**config.mk**
```make
export PLATFORM = sky130hd
export DESIGN_NAME = hazard_ctrl
export DESIGN_NICKNAME = d
export VERILOG_FILES = /design/src/rtl/hazard_ctrl_pkg.sv /design/src/rtl/hazard_fwd_sel.sv /design/src/rtl/hazard_ctrl.sv
export SDC_FILE = /design/constraint.sdc
export NUM_CORES = 1
export LEC_CHECK = 0
export CORE_AREA = 2 2 85 87
export DETAILED_ROUTE_END_ITERATION = 8
export DIE_AREA = 0 0 87 89
export PLACE_DENSITY_LB_ADDON = 0.1
export SLEW_MARGIN = 20
export SYNTH_ARGS = -nofsm -noshare
export SYNTH_HDL_FRONTEND = slang
export SYNTH_HIERARCHICAL = 1
export SYNTH_SLANG_ARGS = --single-unit
export TNS_END_PERCENT = 30
```
**constraint.sdc**
```tcl
create_clock -name clk -period 3.1 [get_ports clk]
set_clock_uncertainty 0.05 [all_clocks]
set_input_delay 0.62 -clock clk [delete_from_list [all_inputs] [get_ports clk]]
set_output_delay 0.62 -clock clk [all_outputs]
set_load 0.03 [all_outputs]
```
**src/rtl/hazard_ctrl_pkg.sv**
```systemverilog
// rtl/hazard_ctrl_pkg.sv - shared pipeline types, forward encodings and match helper
package hazard_ctrl_pkg;

  // Register-index width of the integer register file
  localparam int REG_W = 5;

  typedef logic [REG_W-1:0] reg_idx_t;
  typedef logic [1:0]       fwd_sel_t;

  // Operand-select encodings; 2'b11 is never produced
  localparam fwd_sel_t FWD_RF  = 2'b00;  // value read from the register file
  localparam fwd_sel_t FWD_ALU = 2'b01;  // ALU result held in stage 3
  localparam fwd_sel_t FWD_WB  = 2'b10;  // write-back data in stage 4

  // Shadow of the ID/EX register (stage 2)
  typedef struct packed {
    reg_idx_t rs1;
    reg_idx_t rs2;
    reg_idx_t rd;
    logic     reg_wr;
    logic     mem_rd;
  } shadow_s2_t;

  // Shadow of the EX/MEM register (stage 3)
  typedef struct packed {
    reg_idx_t rd;
    logic     reg_wr;
    logic     mem_rd;
  } shadow_s3_t;

  // Shadow of the MEM/WB register (stage 4)
  typedef struct packed {
    reg_idx_t rd;
    logic     reg_wr;
  } shadow_s4_t;

  // A producer matches a source only if it writes a real register (x0 is hardwired zero)
  function automatic logic reg_match(input reg_idx_t rd, input logic reg_wr, input reg_idx_t src);
    return reg_wr && (rd != '0) && (rd == src);
  endfunction

endpackage

```
**src/rtl/hazard_fwd_sel.sv**
```systemverilog
// rtl/hazard_fwd_sel.sv - per-operand forward select with stage-3 priority over stage-4
module hazard_fwd_sel
  import hazard_ctrl_pkg::*;
(
  input  logic [REG_W-1:0] i_src,
  input  logic [REG_W-1:0] i_rd_s3,
  input  logic             i_reg_wr_s3,
  input  logic [REG_W-1:0] i_rd_s4,
  input  logic             i_reg_wr_s4,
  output logic [1:0]       o_sel
);

  // Youngest producer wins so the most recent value of the register is used
  always_comb begin
    o_sel = FWD_RF;
    if (reg_match(i_rd_s3, i_reg_wr_s3, i_src)) begin
      o_sel = FWD_ALU;
    end else if (reg_match(i_rd_s4, i_reg_wr_s4, i_src)) begin
      o_sel = FWD_WB;
    end
  end

endmodule

```
**src/rtl/hazard_ctrl.sv**
```systemverilog
// rtl/hazard_ctrl.sv - forwarding, load-use/branch stall and flush control for a 5-stage pipeline
module hazard_ctrl
  import hazard_ctrl_pkg::*;
(
  input  logic             clk,
  input  logic             rst_n,
  input  logic [REG_W-1:0] rs1_s1,
  input  logic [REG_W-1:0] rs2_s1,
  input  logic             use_rs1_s1,
  input  logic             use_rs2_s1,
  input  logic             branch_s1,
  input  logic [REG_W-1:0] rd_s1,
  input  logic             reg_wr_s1,
  input  logic             mem_rd_s1,
  input  logic             br_taken_s1,
  output logic [1:0]       forward_A,
  output logic [1:0]       forward_B,
  output logic [1:0]       forward_C,
  output logic [1:0]       forward_D,
  output logic             stall_if,
  output logic             bubble_s2,
  output logic             flush_s1,
  output logic [31:0]      stall_cnt
);

  shadow_s2_t  r_s2;
  shadow_s3_t  r_s3;
  shadow_s4_t  r_s4;
  logic [31:0] r_stall_cnt;

  logic        w_s2_hit;
  logic        w_s3_hit;
  logic        w_load_use;
  logic        w_br_haz;
  logic        w_stall;
  logic        w_s3_alu_wr;
  logic [1:0]  w_fwd_a;
  logic [1:0]  w_fwd_b;
  logic [1:0]  w_fwd_c;
  logic [1:0]  w_fwd_d;

  // Detect which older stages produce a register the decode instruction actually reads
  always_comb begin
    w_s2_hit = (use_rs1_s1 && reg_match(r_s2.rd, r_s2.reg_wr, rs1_s1)) ||
               (use_rs2_s1 && reg_match(r_s2.rd, r_s2.reg_wr, rs2_s1));
    w_s3_hit = (use_rs1_s1 && reg_match(r_s3.rd, r_s3.reg_wr, rs1_s1)) ||
               (use_rs2_s1 && reg_match(r_s3.rd, r_s3.reg_wr, rs2_s1));
    // A load in EX has no data yet for an ALU consumer; a branch compared in decode
    // additionally cannot take an ALU result still in EX nor a load still in MEM
    w_load_use = r_s2.mem_rd && w_s2_hit;
    w_br_haz   = branch_s1 && (w_s2_hit || (r_s3.mem_rd && w_s3_hit));
    w_stall    = w_load_use || w_br_haz;
    // Load data in stage 3 is not ready for the decode-stage comparator
    w_s3_alu_wr = r_s3.reg_wr && !r_s3.mem_rd;
  end

  hazard_fwd_sel u_fwd_a (
    .i_src       (r_s2.rs1),
    .i_rd_s3     (r_s3.rd),
    .i_reg_wr_s3 (r_s3.reg_wr),
    .i_rd_s4     (r_s4.rd),
    .i_reg_wr_s4 (r_s4.reg_wr),
    .o_sel       (w_fwd_a)
  );

  hazard_fwd_sel u_fwd_b (
    .i_src       (r_s2.rs2),
    .i_rd_s3     (r_s3.rd),
    .i_reg_wr_s3 (r_s3.reg_wr),
    .i_rd_s4     (r_s4.rd),
    .i_reg_wr_s4 (r_s4.reg_wr),
    .o_sel       (w_fwd_b)
  );

  hazard_fwd_sel u_fwd_c (
    .i_src       (rs1_s1),
    .i_rd_s3     (r_s3.rd),
    .i_reg_wr_s3 (w_s3_alu_wr),
    .i_rd_s4     (r_s4.rd),
    .i_reg_wr_s4 (r_s4.reg_wr),
    .o_sel       (w_fwd_c)
  );

  hazard_fwd_sel u_fwd_d (
    .i_src       (rs2_s1),
    .i_rd_s3     (r_s3.rd),
    .i_reg_wr_s3 (w_s3_alu_wr),
    .i_rd_s4     (r_s4.rd),
    .i_reg_wr_s4 (r_s4.reg_wr),
    .o_sel       (w_fwd_d)
  );

  // Advance the shadow pipeline; a stalled decode instruction leaves a bubble behind it
  always_ff @(posedge clk) begin
    if (!rst_n) begin
      r_s2 <= '0;
      r_s3 <= '0;
      r_s4 <= '0;
    end else begin
      r_s4.rd     <= r_s3.rd;
      r_s4.reg_wr <= r_s3.reg_wr;
      r_s3.rd     <= r_s2.rd;
      r_s3.reg_wr <= r_s2.reg_wr;
      r_s3.mem_rd <= r_s2.mem_rd;
      if (w_stall) begin
        // A bubble carries no operands, so it can neither forward nor match
        r_s2 <= '0;
      end else begin
        r_s2.rs1    <= rs1_s1;
        r_s2.rs2    <= rs2_s1;
        r_s2.rd     <= rd_s1;
        r_s2.reg_wr <= reg_wr_s1;
        r_s2.mem_rd <= mem_rd_s1;
      end
    end
  end

  // Count stalled cycles, sticking at the maximum instead of wrapping
  always_ff @(posedge clk) begin
    if (!rst_n) begin
      r_stall_cnt <= '0;
    end else if (w_stall && (r_stall_cnt != 32'hFFFF_FFFF)) begin
      r_stall_cnt <= r_stall_cnt + 32'd1;
    end
  end

  // Outputs are forced quiet while reset is held so a stall in flight is dropped at once
  always_comb begin
    forward_A = rst_n ? w_fwd_a : FWD_RF;
    forward_B = rst_n ? w_fwd_b : FWD_RF;
    forward_C = (rst_n && branch_s1) ? w_fwd_c : FWD_RF;
    forward_D = (rst_n && branch_s1) ? w_fwd_d : FWD_RF;
    stall_if  = rst_n && w_stall;
    bubble_s2 = rst_n && w_stall;
    flush_s1  = rst_n && br_taken_s1 && branch_s1 && !w_stall;
    stall_cnt = r_stall_cnt;
  end

endmodule

```
# [Yosys cells after proc, flatten, opt, wreduce, memory -nomap -nowiden]
# Cells that the tools add are included.
[classes] n_reduce_logical=40 n_addsub=1 eq_ne=11 bitwise=1 muxes=12
[op_table] cell="$eq A5 B5 Y1" n=10
[op_table] cell="$add A32 B1 Y32 const B" n=1
[op_table] cell="$ne A32 B32 Y1 const B" n=1
[op_table] cell="$logic_and A1 B1 Y1" n=30
[op_table] cell="$mux W2" n=12
[op_table] cell="$reduce_bool A5 Y1" n=3
[op_table] cell="$logic_or A1 B1 Y1" n=4
[op_table] cell="$logic_not A1 Y1" n=2
[op_table] cell="$reduce_or A2 Y1" n=1
[op_table] cell="$not A1 Y1" n=1
[word_totals] register_bits=62 word_cells=76 out_inout_bits=43 inputBits=23

# [Longest topological paths before layout]
[logic_depth] depth_word=11 mapped_depth=8

# [Hierarchy]
# Netlist, hierarchy kept.
[modules_own_cells] mod="hazard_ctrl" cells_per_inst=314 area_each_um2=2847.7 instances=1
[modules_own_cells] mod="hazard_fwd_sel" cells_per_inst=20 area_each_um2=151.4 instances=4

# [Worst setup path after synthesis]
# No wires, ideal clock.
[synth_timing] kind="input to output" from="input port rs1_s1[4]" to="output port stall_if" arrival_time_ps=2461 path_stages=8 required_ps=2430 setup_slack_ps=-31 path_buffers=3 path_cell_list="xor2_1 > nor4_2 > a32oi_1 > o22a_2 > buf_2 > clkbuf_1 > nor2_1 > buf_4"
[synth_via] elab_chain_cells=9 word_cells_on_any_way=14
[synth_rtl] element="from (decl)" line_no="hazard_ctrl.sv:7" rtl="input logic [REG_W-1:0] rs1_s1,"
[synth_rtl] element="$eq A5 B5 Y1" line_no="hazard_ctrl_pkg.sv:39" rtl="return reg_wr && (rd != '0) && (rd == src);"
[synth_rtl] element="$logic_and A1 B1 Y1" line_no="hazard_ctrl_pkg.sv:39"
[synth_rtl] element="$logic_and A1 B1 Y1" line_no="hazard_ctrl.sv:46" rtl="w_s3_hit = (use_rs1_s1 && reg_match(r_s3.rd, r_s3.reg_wr, rs1_s1)) ||"
[synth_rtl] element="$logic_or A1 B1 Y1" line_no="hazard_ctrl.sv:46"
[synth_rtl] element="$logic_and A1 B1 Y1" line_no="hazard_ctrl.sv:51" rtl="w_br_haz = branch_s1 && (w_s2_hit || (r_s3.mem_rd && w_s3_hit));"
[synth_rtl] element="$logic_or A1 B1 Y1" line_no="hazard_ctrl.sv:51"
[synth_rtl] element="$logic_and A1 B1 Y1" line_no="hazard_ctrl.sv:51"
[synth_rtl] element="$logic_or A1 B1 Y1 *" line_no="hazard_ctrl.sv:52" rtl="w_stall = w_load_use || w_br_haz;"
[synth_rtl] element="$logic_and A1 B1 Y1 *"
[synth_rtl] element="to (decl)" line_no="hazard_ctrl.sv:20" rtl="output logic stall_if,"
# Every way passes the cells marked *; elsewhere a longest branch is shown, timed or not.

# [Final worst setup path]
[layout_timing] from="input port rs2_s1[3]" to="output port flush_s1"
[layout_via] elab_chain_cells=10 word_cells_on_any_way=15
[layout_rtl] element="from (decl)" line_no="hazard_ctrl.sv:8" rtl="input logic [REG_W-1:0] rs2_s1,"
[layout_rtl] element="$eq A5 B5 Y1" line_no="hazard_ctrl_pkg.sv:39"
[layout_rtl] element="$logic_and A1 B1 Y1" line_no="hazard_ctrl_pkg.sv:39"
[layout_rtl] element="$logic_and A1 B1 Y1" line_no="hazard_ctrl.sv:47" rtl="(use_rs2_s1 && reg_match(r_s3.rd, r_s3.reg_wr, rs2_s1));"
[layout_rtl] element="$logic_or A1 B1 Y1" line_no="hazard_ctrl.sv:46"
[layout_rtl] element="$logic_and A1 B1 Y1" line_no="hazard_ctrl.sv:51"
[layout_rtl] element="$logic_or A1 B1 Y1" line_no="hazard_ctrl.sv:51"
[layout_rtl] element="$logic_and A1 B1 Y1" line_no="hazard_ctrl.sv:51"
[layout_rtl] element="$logic_or A1 B1 Y1 *" line_no="hazard_ctrl.sv:52"
[layout_rtl] element="$logic_not A1 Y1 *" line_no="hazard_ctrl.sv:135" rtl="flush_s1 = rst_n && br_taken_s1 && branch_s1 && !w_stall;"
[layout_rtl] element="$logic_and A1 B1 Y1 *" line_no="hazard_ctrl.sv:135"
[layout_rtl] element="to (decl)" line_no="hazard_ctrl.sv:22" rtl="output logic flush_s1,"
# Marks and branches as above.

==> flow_metrics.py <==
metrics = {
    "die": {
        "die_w_um": 87,
        "io_pins": 66,
        "rows": 30,
        "start_util_pct": 51.40,
        "die_y_um": 89,
        "fp.coreArea_um2": 6719,
        "dieArea_um2": 7743,
    },
    "worst_setup_path": {
        "start_kind": "input pin",
        "path_class": "input pin to output pin",
        "timing.rr.end": "stall_cnt[17]",
        "reg2reg_depth": 9,
        "path_max_fanout": 3,
        "arrival_ps": 2320,
        "worstPathRequired_ps": 2430,
        "r2r_setup_slack_ps": 380,
        "end_kind": "output pin",
        "r2r_start": "r_s3[2]",
    },
    "pwr": {
        "leakagePower_uw": 0.001705,
        "power_uw": 1934,
        "worst_ir_drop_vdd_mv": 0.2872,
        "power.density_nw_per_um2": 424.1,
    },
    "sta": {
        "finalWorstPathRequiredPeriod_ps": 2991,
        "period_share_pct": 96.48,
        "tightest_slew_ps": 433.4,
        "slew_headroom_pct": 71.10,
        "fmax_ghz": 0.3343,
        "setup_viol": 0,
        "finalHoldViolCount": 0,
        "final_max_slew_viol_count": 0,
        "finalSetupTns_ps": 0,
        "setup_slack_ps": 109.0,
    },
    "drt": {
        "ant_nets": 0,
        "drt-vias-per-instance": 5.753,
        "vias": 3216,
        "drcViolationCount": 0,
        "drtIter0Drc": 151,
        "routedWlPerCell_um": 16.01,
        "firstDrtPassIters": 4,
        "drt-total-wl_um": 8947,
    },
    "placement": {
        "gp_congestion": 0.7835,
        "dp_hpwl_um": 6251,
        "io_buffers": 65,
        "place_ws_ps": -74.17,
    },
    "finish": {
        "mostFrequentLayoutCells": "57 x dfxtp_1, 49 x clkdlybuf4s50_1, 31 x nand2_1, 29 x buf_4, 27 x xor2_1",
        "num_antenna_cells": 0,
        "areaGrowthSynthToFinish_pct": 32.07,
        "drive_gt1_share_pct": 14.82,
        "fill_cells": 557,
        "final_common_cell": "dfxtp_1",
        "nNetsFinal": 498,
    },
    "hold_path": {
        "holdPathEnd": "r_s3[1]",
        "hp-class": "flip-flop to flip-flop",
        "hp-start": "r_s2[1]",
        "hold_depth": 1,
    },
    "clock_network": {
        "postCtsHoldBufs": 0,
        "cts.reportedPaths.clkPinSlew_ps": 70,
        "clock_sinks": 62,
        "h-tree-depth": 3,
        "worst_skew_pair.late_latency_ps": 350,
        "cts.path.max_buffers": 2,
        "cts_tree": "done",
        "numCtsBuffers": 9,
        "cts.root.buffer_cell": "clkbuf_8",
    },
    "yosys": {
        "ys_ff_latch": 62,
        "seq_area_frac_synth_pct": 35.94,
        "synth.distinct_cells": 44,
        "synth_nets": 418,
        "avgSynthCellArea_um2": 8.765,
        "synthFlopType": "dfxtp_1",
        "synth_edf_count": 0,
        "syn_inst": 394,
        "yosysWarnings": 6,
        "synth_area_um2": 3453,
        "async_reset_ff_share_pct": 0,
    },
    "global_route": {
        "grt_usage_pct": 24.37,
        "grt_pass1_wl_um": 14700,
        "first_global_vias": 3014,
        "antenna_found_initial": 0,
        "grt_start_max_net_pins": 48,
        "grt_overflow": 0,
    },
    "run_status": {
        "status": "complete, no violations",
    },
    "flow_run": {
        "cap_violations": 0,
    },
}
==> layer usage <==
metal  global-route usage [%]  part of all wire, %
met5                        0                    0
met4                    9.943                  2.0
met3                    5.263                  5.3
met2                    36.36                   45
met1                    34.22                   48
==> Yosys cell counts, types with 2 or more instances <==
cell type / instances / area, um2
a211oi_2: 4 / 50.05
a21oi_1: 21 / 105.1
a32oi_1: 2 / 17.52
and2_1: 19 / 118.9
and3_1: 25 / 156.4
and4_1: 2 / 17.52
buf_2: 4 / 20.02
buf_4: 2 / 15.01
clkbuf_1: 11 / 41.29
dfxtp_1: 62 / 1241
mux2i_1: 11 / 110.1
nand2_1: 31 / 116.4
nand2b_1: 11 / 68.82
nand3_1: 20 / 100.1
nand4_1: 13 / 81.33
nor2_1: 10 / 37.54
nor3_1: 13 / 65.06
nor3_2: 5 / 50.05
nor3b_1: 3 / 22.52
nor4_1: 11 / 68.82
o21a_1: 3 / 22.52
o21ai_0: 10 / 50.05
o31a_1: 3 / 26.28
o31ai_1: 7 / 52.55
o41ai_2: 4 / 65.06
or3_1: 11 / 68.82
or4_1: 9 / 67.56
xnor2_1: 24 / 210.2
xor2_1: 28 / 245.2
==> timing repair <==
item	in CTS	in global routing
setup endpoints to repair	5	3
pin swaps	2	3
buffers inserted	1	0
gates resized for setup	5	11
==> final cells by class <==
class | count | area (um2) | area share, %
timing repair buffer | 87 | 809.5 | 17.75
inverter | 2 | 7.507 | 0.1646
tap | 80 | 100.1 | 2.195
clock inverter | 5 | 105.1 | 2.305
multi-input combinational | 312 | 2140 | 46.91
sequential | 62 | 1247 | 27.35
clock buffer | 11 | 151.4 | 3.320
==> state kept, by name, summed over array words and instances (netlist names) <==
signal,cells
r_s2,17
r_s3,7
r_s4,6
stall_cnt,32
==> critical path, stage by stage <==
cell and delay [ps]:
clkdlybuf4s50_1 470, xor2_1 180, nor4_2 280, a32oi_1 130
o22a_2 260, and4_1 210, buf_4 160
==> through the flow <==
step / hold WS, ps / cells / area (um2) / util [%]
3_3_place_gp: 398.3 / 542 / 4254 / 63.31
4_1_cts: 421.2 / 559 / 4522 / 67.30
5_1_grt: 445.9 / 559 / 4561 / 67.88
2_1_floorplan: 383.9 / 394 / 3456 / -
3_5_place_dp: 405.3 / 542 / 4254 / 63.31
6_report: 417.4 / 559 / 4561 / 67.88
==> worst max-delay path by stage <==
stage,startpoint,to,slack (ps),depth (start not counted)
2_1_floorplan,rs1_s1[4],stall_if,140,8
3_3_place_gp,rs1_s1[1],stall_cnt[17],-30,9
3_5_place_dp,rs1_s1[1],stall_cnt[17],-70,9
4_1_cts,rs1_s1[0],flush_s1,3,7
5_1_grt,rs2_s1[3],flush_s1,-1,7
6_report,rs2_s1[3],flush_s1,110,7
==> report_power, final <==
group          internal [uW]  total (uW)  switching, uW
Clock                    578         908            330
Combinational           94.3         177           83.2
Sequential               815         849           33.8
Total                   1490        1930            447
==> logic make-up after synthesis <==
logic type / share of synthesized area (%)
AND/OR/NAND/NOR: 31.99
AO/OA/AOI/OAI: 12.57
multiplexers: 3.189
flip-flops: 35.94
buffers and inverters: 2.753
adder cells (fa/ha/maj): 0.3623
XOR/XNOR: 13.19
(Power assumes the default switching activity.)
